File: config.mk
export PLATFORM = sky130hd
export DESIGN_NAME = hough_vote_scheduler
export DESIGN_NICKNAME = d
export VERILOG_FILES = /design/src/rtl/hough_pkg.sv /design/src/rtl/hough_peak_tracker.sv /design/src/rtl/hough_vote_scheduler.sv
export SDC_FILE = /design/constraint.sdc
export NUM_CORES = 1
export LEC_CHECK = 0
export ABC_AREA = 1
export CAP_MARGIN = 20
export CELL_PAD_IN_SITES_DETAIL_PLACEMENT = 1
export CELL_PAD_IN_SITES_GLOBAL_PLACEMENT = 2
export CORE_MARGIN = 2
export CORE_UTILIZATION = 37
export CTS_CLUSTER_DIAMETER = 40
export CTS_CLUSTER_SIZE = 10
export DETAILED_ROUTE_END_ITERATION = 8
export GPL_TIMING_DRIVEN = 0
export PLACE_DENSITY_LB_ADDON = 0.3
export SYNTH_ARGS = -nofsm -noshare
export SYNTH_HDL_FRONTEND = slang
export SYNTH_SLANG_ARGS = --single-unit
File: constraint.sdc
create_clock -name clk -period 13.05 [get_ports clk]
set_input_delay 2.61 -clock clk [delete_from_list [all_inputs] [get_ports clk]]
set_output_delay 2.61 -clock clk [all_outputs]
set_load 0.02 [all_outputs]
File: src/rtl/hough_pkg.sv
// Shared sizes, FSM state type and the cell address helper for the Hough vote scheduler.
package hough_pkg;

    localparam int unsigned ACC_W  = 450;
    localparam int unsigned ACC_H  = 290;
    localparam int unsigned ADDR_W = 18;
    localparam int unsigned CNT_W  = 4;
    localparam int unsigned X_W    = 10;
    localparam int unsigned Y_W    = 9;

    typedef enum logic [2:0] {
        StIdle,
        StClear,
        StVote,
        StScan,
        StDone
    } state_e;

    // Full-width linear cell address; callers truncate to their BRAM address width.
    function automatic logic [31:0] cell_addr(input logic [X_W-1:0] x, input logic [Y_W-1:0] y,
                                              input int unsigned acc_w);
        return 32'(y) * acc_w + 32'(x);
    endfunction

endpackage

File: src/rtl/hough_peak_tracker.sv
// Running maximum of tagged accumulator samples; a tie keeps the earlier (lower address) cell.
module hough_peak_tracker
    import hough_pkg::*;
#(
    parameter int unsigned CntW = CNT_W
) (
    input  logic            clk_i,
    input  logic            rst_i,
    input  logic            clear_i,
    input  logic            valid_i,
    input  logic [CntW-1:0] sample_i,
    input  logic [X_W-1:0]  tag_x_i,
    input  logic [Y_W-1:0]  tag_y_i,
    output logic [CntW-1:0] best_o,
    output logic [X_W-1:0]  best_x_o,
    output logic [Y_W-1:0]  best_y_o
);

    logic [CntW-1:0] best_d, best_q;
    logic [X_W-1:0]  x_d, x_q;
    logic [Y_W-1:0]  y_d, y_q;

    // Clear to count 0 at (0,0); otherwise take a strictly greater sample.
    always_comb begin
        best_d = best_q;
        x_d    = x_q;
        y_d    = y_q;
        if (clear_i) begin
            best_d = '0;
            x_d    = '0;
            y_d    = '0;
        end else if (valid_i && (sample_i > best_q)) begin
            best_d = sample_i;
            x_d    = tag_x_i;
            y_d    = tag_y_i;
        end
    end

    // Best-so-far registers.
    always_ff @(posedge clk_i or posedge rst_i) begin
        if (rst_i) begin
            best_q <= '0;
            x_q    <= '0;
            y_q    <= '0;
        end else begin
            best_q <= best_d;
            x_q    <= x_d;
            y_q    <= y_d;
        end
    end

    assign best_o   = best_q;
    assign best_x_o = x_q;
    assign best_y_o = y_q;

endmodule

File: src/rtl/hough_vote_scheduler.sv
// Clears the Hough accumulator BRAM, serialises votes as read-modify-write increments and
// scans the array at frame end to report the best circle centre.
module hough_vote_scheduler
    import hough_pkg::*;
#(
    parameter int unsigned AccW  = ACC_W,
    parameter int unsigned AccH  = ACC_H,
    parameter int unsigned AddrW = ADDR_W,
    parameter int unsigned CntW  = CNT_W
) (
    input  logic             clk,
    input  logic             rst,
    input  logic             frame_start,
    input  logic             frame_end,
    input  logic             vote_valid,
    output logic             vote_ready,
    input  logic [X_W-1:0]   vote_x,
    input  logic [Y_W-1:0]   vote_y,
    output logic [AddrW-1:0] wr_addr,
    output logic [CntW-1:0]  wr_data,
    output logic             wr_en,
    output logic [AddrW-1:0] rd_addr,
    input  logic [CntW-1:0]  rd_data,
    output logic [X_W-1:0]   idealX,
    output logic [Y_W-1:0]   idealY,
    output logic [CntW-1:0]  best_count,
    output logic             result_valid,
    output logic             busy
);

    localparam logic [AddrW-1:0] LastAddr = AddrW'(AccW * AccH - 1);
    localparam logic [X_W-1:0]   LastX    = X_W'(AccW - 1);
    localparam logic [Y_W-1:0]   LastY    = Y_W'(AccH - 1);
    localparam logic [CntW-1:0]  CntMax   = '1;

    state_e           state_d, state_q;
    logic [AddrW-1:0] wr_addr_d, wr_addr_q, rd_addr_d, rd_addr_q, rmw_addr_d, rmw_addr_q;
    logic [CntW-1:0]  wr_data_d, wr_data_q, best_d, best_q;
    logic             wr_en_d, wr_en_q, ready_d, ready_q, end_pend_d, end_pend_q;
    logic [1:0]       stage_d, stage_q;  // 0: free, 1: read issued, 2: read data due
    logic [X_W-1:0]   scan_x_d, scan_x_q, tag_x_d, tag_x_q, ideal_x_d, ideal_x_q;
    logic [Y_W-1:0]   scan_y_d, scan_y_q, tag_y_d, tag_y_q, ideal_y_d, ideal_y_q;
    logic             issue_d, issue_q, tag_valid_d, tag_valid_q, tag_last_d, tag_last_q;
    logic             fin_d, fin_q, rv_d, rv_q;

    logic [AddrW-1:0] vote_addr;
    logic             vote_in_range, scan_last;
    logic [CntW-1:0]  trk_best;
    logic [X_W-1:0]   trk_x;
    logic [Y_W-1:0]   trk_y;

    assign vote_addr     = AddrW'(cell_addr(vote_x, vote_y, AccW));
    assign vote_in_range = (32'(vote_x) < AccW) && (32'(vote_y) < AccH);
    assign scan_last     = (scan_x_q == LastX) && (scan_y_q == LastY);

    // Scan tags trail the read address by two cycles to line up with returning data.
    hough_peak_tracker #(
        .CntW(CntW)
    ) u_peak (
        .clk_i   (clk),
        .rst_i   (rst),
        .clear_i (state_q != StScan),
        .valid_i (tag_valid_q),
        .sample_i(rd_data),
        .tag_x_i (tag_x_q),
        .tag_y_i (tag_y_q),
        .best_o  (trk_best),
        .best_x_o(trk_x),
        .best_y_o(trk_y)
    );

    // Next-state and registered-output logic; frame_start overrides every state.
    always_comb begin
        state_d     = state_q;
        wr_addr_d   = wr_addr_q;
        wr_data_d   = wr_data_q;
        wr_en_d     = 1'b0;
        rd_addr_d   = rd_addr_q;
        rmw_addr_d  = rmw_addr_q;
        ready_d     = ready_q;
        end_pend_d  = end_pend_q;
        stage_d     = stage_q;
        scan_x_d    = scan_x_q;
        scan_y_d    = scan_y_q;
        issue_d     = issue_q;
        tag_x_d     = tag_x_q;
        tag_y_d     = tag_y_q;
        tag_valid_d = 1'b0;
        tag_last_d  = 1'b0;
        fin_d       = 1'b0;
        ideal_x_d   = ideal_x_q;
        ideal_y_d   = ideal_y_q;
        best_d      = best_q;
        rv_d        = rv_q;
        if (frame_start) begin
            state_d    = StClear;
            wr_addr_d  = '0;
            wr_data_d  = '0;
            wr_en_d    = 1'b1;
            ready_d    = 1'b0;
            end_pend_d = 1'b0;
            stage_d    = 2'd0;
            issue_d    = 1'b0;
            rv_d       = 1'b0;
        end else begin
            unique case (state_q)
                StClear: begin
                    if (wr_addr_q == LastAddr) begin
                        state_d = StVote;
                        ready_d = 1'b1;
                    end else begin
                        wr_addr_d = wr_addr_q + AddrW'(1);
                        wr_en_d   = 1'b1;
                    end
                end
                StVote: begin
                    if (frame_end) begin
                        end_pend_d = 1'b1;
                        ready_d    = 1'b0;
                    end
                    case (stage_q)
                        2'd0: begin
                            if (vote_valid && ready_q) begin
                                // Out-of-range votes are consumed without touching the BRAM.
                                if (vote_in_range) begin
                                    rd_addr_d  = vote_addr;
                                    rmw_addr_d = vote_addr;
                                    stage_d    = 2'd1;
                                    ready_d    = 1'b0;
                                end
                            end else if (end_pend_q) begin
                                state_d    = StScan;
                                end_pend_d = 1'b0;
                                rd_addr_d  = '0;
                                scan_x_d   = '0;
                                scan_y_d   = '0;
                                issue_d    = 1'b1;
                            end
                        end
                        2'd1: stage_d = 2'd2;
                        2'd2: begin
                            wr_addr_d = rmw_addr_q;
                            wr_data_d = (rd_data == CntMax) ? CntMax : rd_data + CntW'(1);
                            wr_en_d   = 1'b1;
                            stage_d   = 2'd0;
                            ready_d   = !(end_pend_q || frame_end);
                        end
                        default: stage_d = 2'd0;
                    endcase
                end
                StScan: begin
                    tag_x_d     = scan_x_q;
                    tag_y_d     = scan_y_q;
                    tag_valid_d = issue_q;
                    tag_last_d  = scan_last;
                    fin_d       = tag_valid_q && tag_last_q;
                    if (issue_q) begin
                        if (scan_last) begin
                            issue_d = 1'b0;
                        end else begin
                            rd_addr_d = rd_addr_q + AddrW'(1);
                            if (scan_x_q == LastX) begin
                                scan_x_d = '0;
                                scan_y_d = scan_y_q + Y_W'(1);
                            end else begin
                                scan_x_d = scan_x_q + X_W'(1);
                            end
                        end
                    end
                    if (fin_q) begin
                        state_d   = StDone;
                        ideal_x_d = trk_x;
                        ideal_y_d = trk_y;
                        best_d    = trk_best;
                        rv_d      = 1'b1;
                    end
                end
                StIdle, StDone: ;
                default: state_d = StIdle;
            endcase
        end
    end

    // State and output registers.
    always_ff @(posedge clk or posedge rst) begin
        if (rst) begin
            state_q     <= StIdle;
            wr_addr_q   <= '0;
            wr_data_q   <= '0;
            wr_en_q     <= 1'b0;
            rd_addr_q   <= '0;
            rmw_addr_q  <= '0;
            ready_q     <= 1'b0;
            end_pend_q  <= 1'b0;
            stage_q     <= 2'd0;
            scan_x_q    <= '0;
            scan_y_q    <= '0;
            issue_q     <= 1'b0;
            tag_x_q     <= '0;
            tag_y_q     <= '0;
            tag_valid_q <= 1'b0;
            tag_last_q  <= 1'b0;
            fin_q       <= 1'b0;
            ideal_x_q   <= '0;
            ideal_y_q   <= '0;
            best_q      <= '0;
            rv_q        <= 1'b0;
        end else begin
            state_q     <= state_d;
            wr_addr_q   <= wr_addr_d;
            wr_data_q   <= wr_data_d;
            wr_en_q     <= wr_en_d;
            rd_addr_q   <= rd_addr_d;
            rmw_addr_q  <= rmw_addr_d;
            ready_q     <= ready_d;
            end_pend_q  <= end_pend_d;
            stage_q     <= stage_d;
            scan_x_q    <= scan_x_d;
            scan_y_q    <= scan_y_d;
            issue_q     <= issue_d;
            tag_x_q     <= tag_x_d;
            tag_y_q     <= tag_y_d;
            tag_valid_q <= tag_valid_d;
            tag_last_q  <= tag_last_d;
            fin_q       <= fin_d;
            ideal_x_q   <= ideal_x_d;
            ideal_y_q   <= ideal_y_d;
            best_q      <= best_d;
            rv_q        <= rv_d;
        end
    end

    assign wr_addr      = wr_addr_q;
    assign wr_data      = wr_data_q;
    assign wr_en        = wr_en_q;
    assign rd_addr      = rd_addr_q;
    assign vote_ready   = ready_q;
    assign idealX       = ideal_x_q;
    assign idealY       = ideal_y_q;
    assign best_count   = best_q;
    assign result_valid = rv_q;
    assign busy         = (state_q == StClear) || (state_q == StScan) || (stage_q != 2'd0) ||
                          ((state_q == StVote) && wr_en_q);

endmodule

# Yosys cells after proc, flatten, opt, wreduce, memory -nomap -nowiden
# Cells that the tools add are included.
word_totals:
  output_inout_bits: 67
  wordCells: 180
  reg_bits: 155
  in_bits: 28
op_classes:
  multipliers: 1
  addsub: 6
  n_lt_le_gt_ge: 3
  mux: 80
  bitwise_logic: 1
  eq_ne: 29
  reduce_logical: 36
ops:
  columns: ["operator", "n"]
  rows:
  - ["$mux W18", 9]
  - ["$mux W10", 8]
  - ["$mux W9", 8]
  - ["$pmux W18 S2", 2]
  - ["$add A18 B1 Y18 const B", 2]
  - ["$mux W1", 29]
  - ["$ne A3 B3 Y1 const B", 9]
  - ["$mux W4", 6]
  - ["$pmux W10 S2", 1]
  - ["$add A18 B10 Y18", 1]
  - ["$eq A18 B17 Y1 const B", 1]
  - ["$mux W3", 6]
  - ["$pmux W9 S2", 1]
  - ["$mul A9 B8 Y17 const B", 1]
  - ["$reduce_and A7 Y1", 2]
  - ["$reduce_bool A2 Y1", 7]
  - ["$ne A2 B2 Y1 const B", 6]
  - ["$pmux W3 S4", 1]
  - ["$add A10 B1 Y10 const B", 1]
  - ["$eq A10 B9 Y1 const B", 1]
  - ["$lt A10 B9 Y1 const B", 1]
  - ["$add A9 B1 Y9 const B", 1]
  - ["$eq A9 B9 Y1 const B", 1]
  - ["$lt A9 B9 Y1 const B", 1]
  - ["27 further kinds", 50]

# Logic depth before layout (Yosys ltp)
# Gate-level depths: netlist (run 1).
logic_depth:
  word_depth: 7
  depth_mapped: 21
  ltp_nobuf: 21

# Hierarchy
# Synthesis (run 1) repeated with hierarchy kept, for this count alone.
hier_totals:
  hier_cells: 1195
  area_unflattened_um2: 9728.1
by_module_without_submodules:
  columns: ["module", "instances", "seq_area_each_um2", "area_each_um2", "cells_each"]
  rows:
  - ["hough_vote_scheduler", 1, 3303.2, 8536.9, 1069]
  - ["hough_peak_tracker", 1, 575.6, 1191.1, 126]

# Worst setup path before layout (run 1)
# Ideal clock, no wire load.
synth_timing:
  path_type: "input to register"
  start: "input vote_y[1]"
  end: "register rd_addr_q[10], in the netlist rd_addr[10]"
  path_buffers: 0
  slack_ps: 6881
  setup_ps: 123
  path_stages: 17
  required_ps: 12927
  t_arrival_ps: 6046
  path_cell_list: "inv_1 > fa_1 > inv_1 > ha_1 > fa_1 > ha_1 > inv_1 > fa_1 > inv_1 > ha_1 > a21oi_1 > inv_1 > a21oi_1 > xor2_1 > nor2_1 > o21ai_0 > nand2_1"
synth_between:
  elab_chain_cells: 6
  elab_cells_between_ends: 10
  cone_classes: "add/sub (1); mul (1); order compare (1); eq/ne (1); mux (4); reduce/logical (2)"
synth_rtl:
  columns: ["item", "line", "source"]
  rows:
  - ["start: declaration", "hough_vote_scheduler.sv:18", "input logic [Y_W-1:0] vote_y,"]
  - ["$mul A9 B8 Y17", "hough_pkg.sv:22", "return 32'(y) * acc_w + 32'(x);"]
  - ["$add A18 B10 Y18", "hough_pkg.sv:22", null]
  - ["$mux W18", "hough_vote_scheduler.sv:125", "if (vote_in_range) begin"]
  - ["$mux W18", "hough_vote_scheduler.sv:123", "if (vote_valid && ready_q) begin"]
  - ["$mux W18", "hough_vote_scheduler.sv:121", "case (stage_q)"]
  - ["$pmux W18 S2", "hough_vote_scheduler.sv:106", "unique case (state_q)"]
  - ["end signal: assignment", "hough_vote_scheduler.sv:213", "rd_addr_q <= rd_addr_d;"]
  - ["end: declaration", "hough_vote_scheduler.sv:37", "logic [AddrW-1:0] wr_addr_d, wr_addr_q, rd_addr_d, rd_addr_q, rmw_addr_d, rmw_addr_q;"]
# Parallel ways exist; a longest one is shown, timed or not. The select of a mux whose other input is x is not followed.
# A chain may end at the register's enable or synchronous reset.

# Worst setup path after layout (run 1)
# Same ends and word-level chain as after synthesis.

==> impl_metrics.json, run 1 <==
{
  "slew_headroom_pct": 54.4,
  "finalClockSkew_ps": 15.8,
  "slowest_stage": "clkdlybuf4s50_1",
  "drc": 0,
  "synth_compound_area_share_pct": 13.4,
  "p_seq_share_pct": 35.0,
  "regArea_sq_um": 3880,
  "min-delay-path-class": "flop to flop",
  "muxShareOfSynthArea_pct": 0,
  "ys_seq_elements": 155,
  "drv_slew": 0,
  "postCtsSetupBuffers": 0,
  "dieArea_sq_um": 27500,
  "power_leakage_nw": 5.41,
  "p_comb_share_pct": 40.4,
  "synth_cells": 1237,
  "synth_edf_count": 0,
  "fin_crit_sh_pct": 52.8,
  "cp.required_ps": 13360,
  "dieWidth_microns": 166,
  "io_buffer_count": 93,
  "seq_area_frac_synth_pct": 40.1,
  "synth_warnings": 0,
  "avgSynthCellArea_sq_um": 7.82,
  "die_h_microns": 166,
  "fillers": 3184,
  "netSwitchingPower_mw": 0.915,
  "path_cells": "clkdlybuf4s50_1, inv_1, fa_1, inv_1, ha_1, fa_1, ha_1, inv_1, fa_1, inv_1, ha_1, a21oi_1, inv_1, a21oi_1, xor2_1, nor2_1, o21ai_0, nand2_1",
  "switching_share_pct": 43.7,
  "worstSetupPathType": "primary input to flop",
  "dp_cells": 1666,
  "p_per_area_nw_per_um2": 179,
  "crit_path_end": "rd_addr[10]",
  "rsz0062_at_grt": "false",
  "critPathMostFrequentCell": "inv_1",
  "grt_pass1_vias": 9028,
  "status": "finished clean",
  "vias_per_cell": 5.11,
  "synth_xor_area_share_pct": 2.62,
  "cts.sinks": 155,
  "worstPathMaxFanout": 5,
  "worst_slack_ps": 6160,
  "yosysTopAreaCellShare_pct": 40.1,
  "r2r_start": "wr_addr[0]",
  "endpoint_kind": "flop",
  "cp.arrival_ps": 7200,
  "syn_to_final_growth_pct": 20.8,
  "cts_hold_buf": 0,
  "timing.rr.end": "wr_addr[7]",
  "place_hpwl_microns": 21900,
  "clockPowerShare_pct": 24.7,
  "clk_pin_slew_ps": 60,
  "multiInputGateArea_sq_um": 4920,
  "pin_count": 95,
  "ff2ff_path_depth": 7,
  "synth_fa_ha_area_share_pct": 10.6,
  "htreeDepth": 4,
  "drtAntennaViolNets": 0,
  "clock.fmax_ghz": 0.145,
  "worst_slew_pin_slew_ps": 684,
  "holdWs_ps": 477,
  "finalInstanceArea_sq_um": 11700,
  "overflow": 0,
  "place_area_sq_um": 11100,
  "clock_latency_ps": 440,
  "synth_nets": 1340,
  "synth_area_leaders": "dfrtp_1 40%, nand2_1 11%, ha_1 8.3%",
  "synthArstFlopShare_pct": 100,
  "num_rows": 59,
  "p_int_mw": 1.18,
  "hold_viol": 0,
  "cp-startpoint": "vote_y[1]",
  "final_util_pct": 45.2,
  "root_buffer": "clkbuf_16",
  "synth_most_common_cell": "nand2_1",
  "synth_area_leader_cell": "dfrtp_1",
  "fin_setup_tns_ps": 0,
  "drive_above_1_share_pct": 7.12,
  "post-route-min-period_ps": 6890,
  "synth_commonest_cells": "292 x nand2_1, 174 x inv_1, 155 x dfrtp_1, 102 x o21ai_0, 94 x nand3_1",
  "fin_nets": 1453,
  "coreArea_sq_um": 25800,
  "synthSimpleGateAreaFrac_pct": 24.3,
  "via_count": 8673,
  "ir_drop_mv": 0.0842,
  "cts_buffer_depth": 2,
  "grt_pass1_wl_microns": 47000,
  "place.gp.congestion": 0.833,
  "finalPower_mw": 2.09,
  "setup_viol": 0,
  "critPathLaunchType": "primary input",
  "syn-cell-area_sq_um": 9680,
  "antenna_cells": 0,
  "slowest_delay_ps": 630,
  "rrSetupSlack_ps": 10700,
  "drt_iter0_drc": 424,
  "synth_cell_type_count": 50,
  "instances_no_fill": 1698,
  "cap_violations": 0,
  "wirelength_microns": 28100,
  "synth_ff_type": "dfrtp_1",
  "grt_max_degree": 122,
  "post_drt_wl_per_cell_microns": 16.5,
  "initial_core_util_pct": 37.5,
  "synth_top_family_by_area": "simple AND/OR/NAND/NOR gates",
  "groute.usage.overall_pct": 20.9,
  "dr.pass1.iters": 4,
  "tritoncts": "built",
  "pre_cts_ws_ps": 5700,
  "numCtsBuffers": 17,
  "cts.repair.resized": 0,
  "antenna_found_initial": 0
}
[power groups by stage]
stage | logic, mW | registers, mW | clock network [mW]
4_1_cts | 0.854 | 0.732 | 0.527
3_3_place_gp | 0.825 | 0.736 | 0
5_1_grt | 0.956 | 0.751 | 0.545
6_report | 0.845 | 0.732 | 0.517
2_1_floorplan | 0.497 | 0.752 | 0
3_5_place_dp | 0.846 | 0.739 | 0
[cells by family after synthesis]
group / count (synthesis)
buffers and inverters: 214
adder cells (fa/ha/maj): 75
flip-flops: 155
XOR/XNOR: 29
AO/OA/AOI/OAI: 228
AND/OR/NAND/NOR: 536
[worst min path at each step]
stage,from,endpoint,slack [ps],depth (start not counted)
after floorplan,state_q[2],state_q[2],440,2
after global placement,state_q[2],state_q[2],460,2
after detailed placement,state_q[2],state_q[2],460,2
after CTS,state_q[2],state_q[2],480,2
after global routing,state_q[2],state_q[2],500,2
final,state_q[2],state_q[2],480,2
[cell type report]
type / instances / share of cell area, %
Buffer: 30 / 1.57
Clock buffer: 17 / 3.64
Clock inverter: 15 / 1.70
Inverter: 184 / 5.97
Multi-Input combinational cell: 868 / 42.1
Sequential cell: 155 / 33.2
Tap cell: 335 / 3.59
Timing Repair Buffer: 94 / 8.20
[flip-flops by register name, indices dropped and copies added, names as in the netlist, 4 cells and up]
signal           count
best_count           4
idealX              10
idealY               9
rd_addr             18
rmw_addr_q          18
scan_x_q            10
scan_y_q             9
tag_x_q             10
tag_y_q              9
u_peak.best_o        4
u_peak.best_x_o     10
u_peak.best_y_o      9
wr_addr             18
wr_data              4
[critical path: cells and delay by family]
kind	cells	cell delay (ps)
AOI/OAI and AO/OA	3	590
xor gates and xnor gates	1	400
adders and majority gates	6	2480
buffers and inverters	6	970
and+or+nand+nor	2	140
[routing by layer]
| metal | part of all wire, % | track usage (%) | wire, microns |
|---|---|---|---|
| met2 | 45 | 33.4 | 12700 |
| met3 | 3.0 | 2.99 | 841 |
| met4 | 1.1 | 4.35 | 302 |
| met5 | 0 | 0 | 0 |
| met1 | 51 | 30.4 | 14300 |
[placed cells by master, fill, tap and decap left out, drive strengths merged, types with 2 or more instances in the layout]
cell,n
nor4,6
inv,190
a21boi,3
buf,22
ha,64
o31ai,5
clkbuf,26
o21a,3
nor3,27
clkinv,7
nor2,85
xnor2,8
o21ai,133
a22oi,2
clkdlybuf4s50,93
nand2,301
a32o,3
a21oi,53
nand4,16
or2,3
fa,11
nand3,95
xor2,21
o211ai,2
o22ai,19
dfrtp,155
nand3b,2
a31oi,2
(Power assumes the default switching activity.)
==> run 2, diff against run 1 <==
- CORE_UTILIZATION: 37 -> 34
- clock period: 13.05 -> 6.75 ns (I/O delays scaled with it)
==> run 2 against run 1 <==
  * Core utilization shrank 3.2 points
  * Hold slack gained 2.4 ps
  * Setup slack lost 5100 ps
  * Critical path type unchanged
==> impl_metrics.json, run 2 (synthesized netlist as in run 1, its figures left out) <==
{
  "status": "finished clean",
  "drc": 0,
  "critPathLaunchType": "primary input",
  "fin_nets": 1453,
  "endpoint_kind": "flop",
  "wirelength_met1_microns": 14500,
  "wl_met3_microns": 834,
  "clk_pin_slew_ps": 70,
  "hp-start": "state_q[2]",
  "pin_count": 95,
  "slew_headroom_pct": 58.4,
  "grt_pass1_wl_microns": 47600,
  "vias_per_cell": 4.92,
  "rsz0062_at_grt": "false",
  "drive_above_1_share_pct": 7.12,
  "post-route-min-period_ps": 5640,
  "place_area_sq_um": 11100,
  "holdWs_ps": 479,
  "numCtsBuffers": 17,
  "postCtsSetupBuffers": 0,
  "dp_cells": 1709,
  "cp.arrival_ps": 5960,
  "setup_viol": 0,
  "worstSetupPathType": "primary input to flop",
  "cts_hold_buf": 0,
  "finalClockSkew_ps": 16.1,
  "antenna_found_initial": 0,
  "power_leakage_nw": 5.41,
  "finalInstanceArea_sq_um": 11700,
  "cap_violations": 0,
  "hold_viol": 0,
  "fin_setup_tns_ps": 0,
  "drv_slew": 0,
  "antenna_cells": 0,
  "place.gp.congestion": 0.813,
  "grt_max_degree": 84,
  "p_per_area_nw_per_um2": 343,
  "cts.sinks": 155,
  "drtAntennaViolNets": 0,
  "wl_met2_microns": 12600,
  "ir_drop_mv": 0.188,
  "tritoncts": "built",
  "clock_latency_ps": 440,
  "pre_cts_ws_ps": 656,
  "holdPathStages": 2,
  "groute.usage.overall_pct": 19.6,
  "wirelength_microns": 28300,
  "clock.fmax_ghz": 0.177,
  "die_h_microns": 173,
  "final_util_pct": 42.0,
  "instances_no_fill": 1741,
  "grt_pass1_vias": 9066,
  "mostFrequentLayoutCells": "292 x nand2_1, 173 x inv_1, 155 x dfrtp_1",
  "post_drt_wl_per_cell_microns": 16.2,
  "min-delay-path-class": "flop to flop",
  "worstHoldEndpoint": "state_q[2]",
  "top_layer": "met4",
  "worst_slew_pin_slew_ps": 620,
  "initial_core_util_pct": 34.6,
  "root_buffer": "clkbuf_16",
  "dr.pass1.iters": 4,
  "cts_buffer_depth": 2,
  "cts.repair.resized": 0,
  "htreeDepth": 4,
  "dieArea_sq_um": 29800,
  "worstPathMaxFanout": 5,
  "syn_to_final_growth_pct": 21.3,
  "timing.rr.end": "wr_addr[7]",
  "worst_slack_ps": 1110,
  "num_rows": 61,
  "place_hpwl_microns": 22100,
  "overflow": 0,
  "cp.required_ps": 7060,
  "r2r_start": "wr_addr[0]",
  "fin_crit_sh_pct": 83.6,
  "via_count": 8569,
  "ff2ff_path_depth": 7,
  "drt_iter0_drc": 437,
  "rrSetupSlack_ps": 4490,
  "final_common_cell": "nand2_1",
  "finalPower_mw": 4.02,
  "io_buffer_count": 93,
  "dieWidth_microns": 173,
  "coreArea_sq_um": 27900
}
[run 2: how the worst max path moves through the flow]
stage | depth (start not counted) | slack [ps] | to | start
2_1_floorplan | 1 | 1220 | best_count[0] | rst
3_3_place_gp | 2 | -1250 | tag_y_q[6] | rst
3_5_place_dp | 18 | 660 | rd_addr[10] | vote_y[1]
4_1_cts | 18 | 1090 | rd_addr[10] | vote_y[1]
5_1_grt | 18 | 870 | rd_addr[10] | vote_y[1]
6_report | 18 | 1110 | rd_addr[10] | vote_y[1]
[run 2: final cells by class]
class	count	area, sq um
well taps	378	473
multi-input cells	868	4920
inverters	184	698
repair buffers	94	958
plain buffers	30	184
clock inverters	15	195
clock buffers	17	425
flip-flops and latches	155	3880
fillers	3452	16200
[run 2: critical path, cell delays in order]
cell             delay [ps]
clkdlybuf4s50_1         640
inv_1                   140
fa_1                    550
inv_1                    40
ha_1                    310
fa_1                    460
ha_1                    320
inv_1                    60
fa_1                    530
inv_1                    40
ha_1                    320
a21oi_1                 160
inv_1                    70
a21oi_1                 240
xor2_1                  430
nor2_1                   70
o21ai_0                 160
nand2_1                  80
[run 2: power breakdown]
part | leakage, nW | switching (mW) | internal (mW) | total (mW)
Sequential | 2.07 | 0.266 | 1.15 | 1.42
Clock | 0.296 | 0.477 | 0.505 | 0.982
Combinational | 3.04 | 1.04 | 0.589 | 1.63
Total | 5.41 | 1.78 | 2.24 | 4.02
[run 2: layer usage]
metal	GRT usage, %	up-vias
li1	-	4275
met1	28.5	4146
met2	31.5	129
met3	2.64	19
met4	3.95	0
met5	0	-
==> run 3, diff against run 2 <==
- CORE_UTILIZATION: 34 -> 31
- clock period: 6.75 -> 5.19 ns (I/O delays scaled with it)
==> run 3 against run 2 <==
  * Wire length rose by 0.91%
  * Clock power rose by 26%
  * Final cell count rose by 1.2%
  * Critical path depth fell by 1
  * Critical endpoint is now rd_addr[15]
  * Core utilization fell by 3.6 points
  * Setup slack got worse by 700 ps
  * Hold slack got worse by 3.5 ps
==> impl_metrics.json, run 3 (synthesized netlist as in run 1, its figures left out) <==
{
  "pre_cts_ws_ps": -565,
  "ff2ff_path_depth": 7,
  "hold_viol": 0,
  "finalClockSkew_ps": 14.0,
  "drv_slew": 0,
  "fin_crit_sh_pct": 92.1,
  "post_drt_wl_per_cell_microns": 16.2,
  "drc": 0,
  "rrSetupSlack_ps": 2900,
  "fin_nets": 1456,
  "clock.fmax_ghz": 0.209,
  "ir_drop_mv": 0.236,
  "finalInstanceArea_sq_um": 11800,
  "clk_pin_slew_ps": 70,
  "crit_cells": 17,
  "finalPower_mw": 5.21,
  "multiInputGateArea_sq_um": 4930,
  "path_cells": "clkdlybuf4s50_1, fa_1, ha_1, fa_1, ha_1, inv_1, fa_1, inv_1, ha_1, inv_1, nor2_1, nand2_1, nand2_1, nand3_1, o21ai_0, nand3_1, a21boi_1",
  "p_per_area_nw_per_um2": 442,
  "regArea_sq_um": 3880,
  "crit_family": "adder cells",
  "post-route-min-period_ps": 4780,
  "hp-start": "state_q[2]",
  "groute.usage.overall_pct": 18.2,
  "root_buffer": "clkbuf_16",
  "grt_max_degree": 43,
  "dr.pass1.iters": 4,
  "min-delay-path-class": "flop to flop",
  "cts.sinks": 155,
  "crit_path_end": "rd_addr[15]",
  "io_buffer_count": 93,
  "place.gp.congestion": 0.801,
  "fin_setup_tns_ps": 0,
  "numCtsBuffers": 17,
  "final_common_cell": "nand2_1",
  "power_leakage_nw": 5.44,
  "wirelength_microns": 28500,
  "slew_headroom_pct": 59.6,
  "fillers": 3723,
  "cts.repair.resized": 2,
  "timing.rr.end": "wr_addr[11]",
  "cp-startpoint": "vote_y[0]",
  "dieArea_sq_um": 32600,
  "met2_usage_pct": 29.4,
  "die_h_microns": 181,
  "slowest_stage": "fa_1",
  "initial_core_util_pct": 31.6,
  "place_hpwl_microns": 22700,
  "via_count": 8526,
  "setup_viol": 0,
  "worstSetupPathType": "primary input to flop",
  "grtUsageMet1_pct": 25.6,
  "drive_above_1_share_pct": 7.39,
  "cts_hold_buf": 0,
  "endpoint_kind": "flop",
  "syn_to_final_growth_pct": 21.7,
  "vias_per_cell": 4.84,
  "tritoncts": "built",
  "grt.busiest_layer": "met2",
  "worst_slew_pin_slew_ps": 601,
  "coreArea_sq_um": 30700,
  "worst_slack_ps": 409,
  "use_met3_pct": 2.59,
  "cp.required_ps": 5540,
  "slowest_delay_ps": 530,
  "rsz0062_at_grt": "false",
  "antenna_found_initial": 0,
  "cap_violations": 0,
  "path_buf_inv": 4,
  "pin_count": 95,
  "cp.arrival_ps": 5130,
  "dp_cells": 1730,
  "place_area_sq_um": 11200,
  "critPathLaunchType": "primary input",
  "clock_latency_ps": 430,
  "drtAntennaViolNets": 0,
  "htreeDepth": 4,
  "worstPathMaxFanout": 4,
  "drt_iter0_drc": 322,
  "instances_no_fill": 1762,
  "postCtsSetupBuffers": 0,
  "status": "finished clean",
  "grt_pass1_vias": 8963,
  "overflow": 0,
  "r2r_start": "wr_addr[0]",
  "grt_pass1_wl_microns": 48200,
  "mostFrequentLayoutCells": "292 x nand2_1, 173 x inv_1, 155 x dfrtp_1",
  "antenna_cells": 0,
  "cts_buffer_depth": 2,
  "dieWidth_microns": 181,
  "num_rows": 64
}
==> run 3: changes by cell type in the layout (fill, tap and decap cells not counted), moves of 2 or more <==
cell	delta
clkinv_8	-7
inv_6	+5
buf_12	+4
clkdlybuf4s50_1	-4
dlymetal6s2s_1	+4
clkinv_4	-2
clkinvlp_4	+2
==> run 3: cell type report <==
cell class,count,share of cell area [%]
multi-input combinational,868,41.9
inverter,184,5.90
sequential,155,32.9
tap,396,4.21
clock buffer,18,3.64
timing repair buffer,97,8.67
clock inverter,14,1.17
buffer,30,1.56
==> run 3: worst min-delay path by stage <==
| stage | endpoint | slack [ps] | cells after the start |
|---|---|---|---|
| global route | fin_q | 510 | 2 |
| global placement | rmw_addr_q[0] | 460 | 2 |
| detailed placement | state_q[2] | 460 | 2 |
| floorplan | state_q[2] | 440 | 2 |
| finish | state_q[2] | 480 | 2 |
| CTS | state_q[2] | 480 | 2 |
==> run 3: per-stage QoR <==
step                hold slack, ps  utilization [%]
floorplan                      442                -
global placement               459             36.2
detailed placement             463             36.5
CTS                            479             38.4
global route                   510             38.4
finish                         476             38.4
==> run 3: power breakdown <==
group          total [mW]  internal (mW)  switching (mW)
combinational        2.13          0.774            1.35
sequential           1.85           1.50           0.350
clock                1.24          0.643           0.594
total                5.21           2.91            2.30
==> run 3: routing by layer <==
metal / part of all wire, % / vias to the layer above / wire, microns
met3: 2.7 / 28 / 760
met5: 0 / - / 0
met2: 46 / 131 / 13000
met1: 50 / 4095 / 14300
li1: - / 4272 / -
met4: 1.7 / 0 / 499
==> run 3: worst reg2reg max path, stage by stage (launching register included) <==
cell and delay, ps:
dfrtp_1 510, ha_1 260, nand3_1 130, nor4_1 200, nand4_1 240, a21oi_2 510, a21oi_1 190, a21oi_1 180
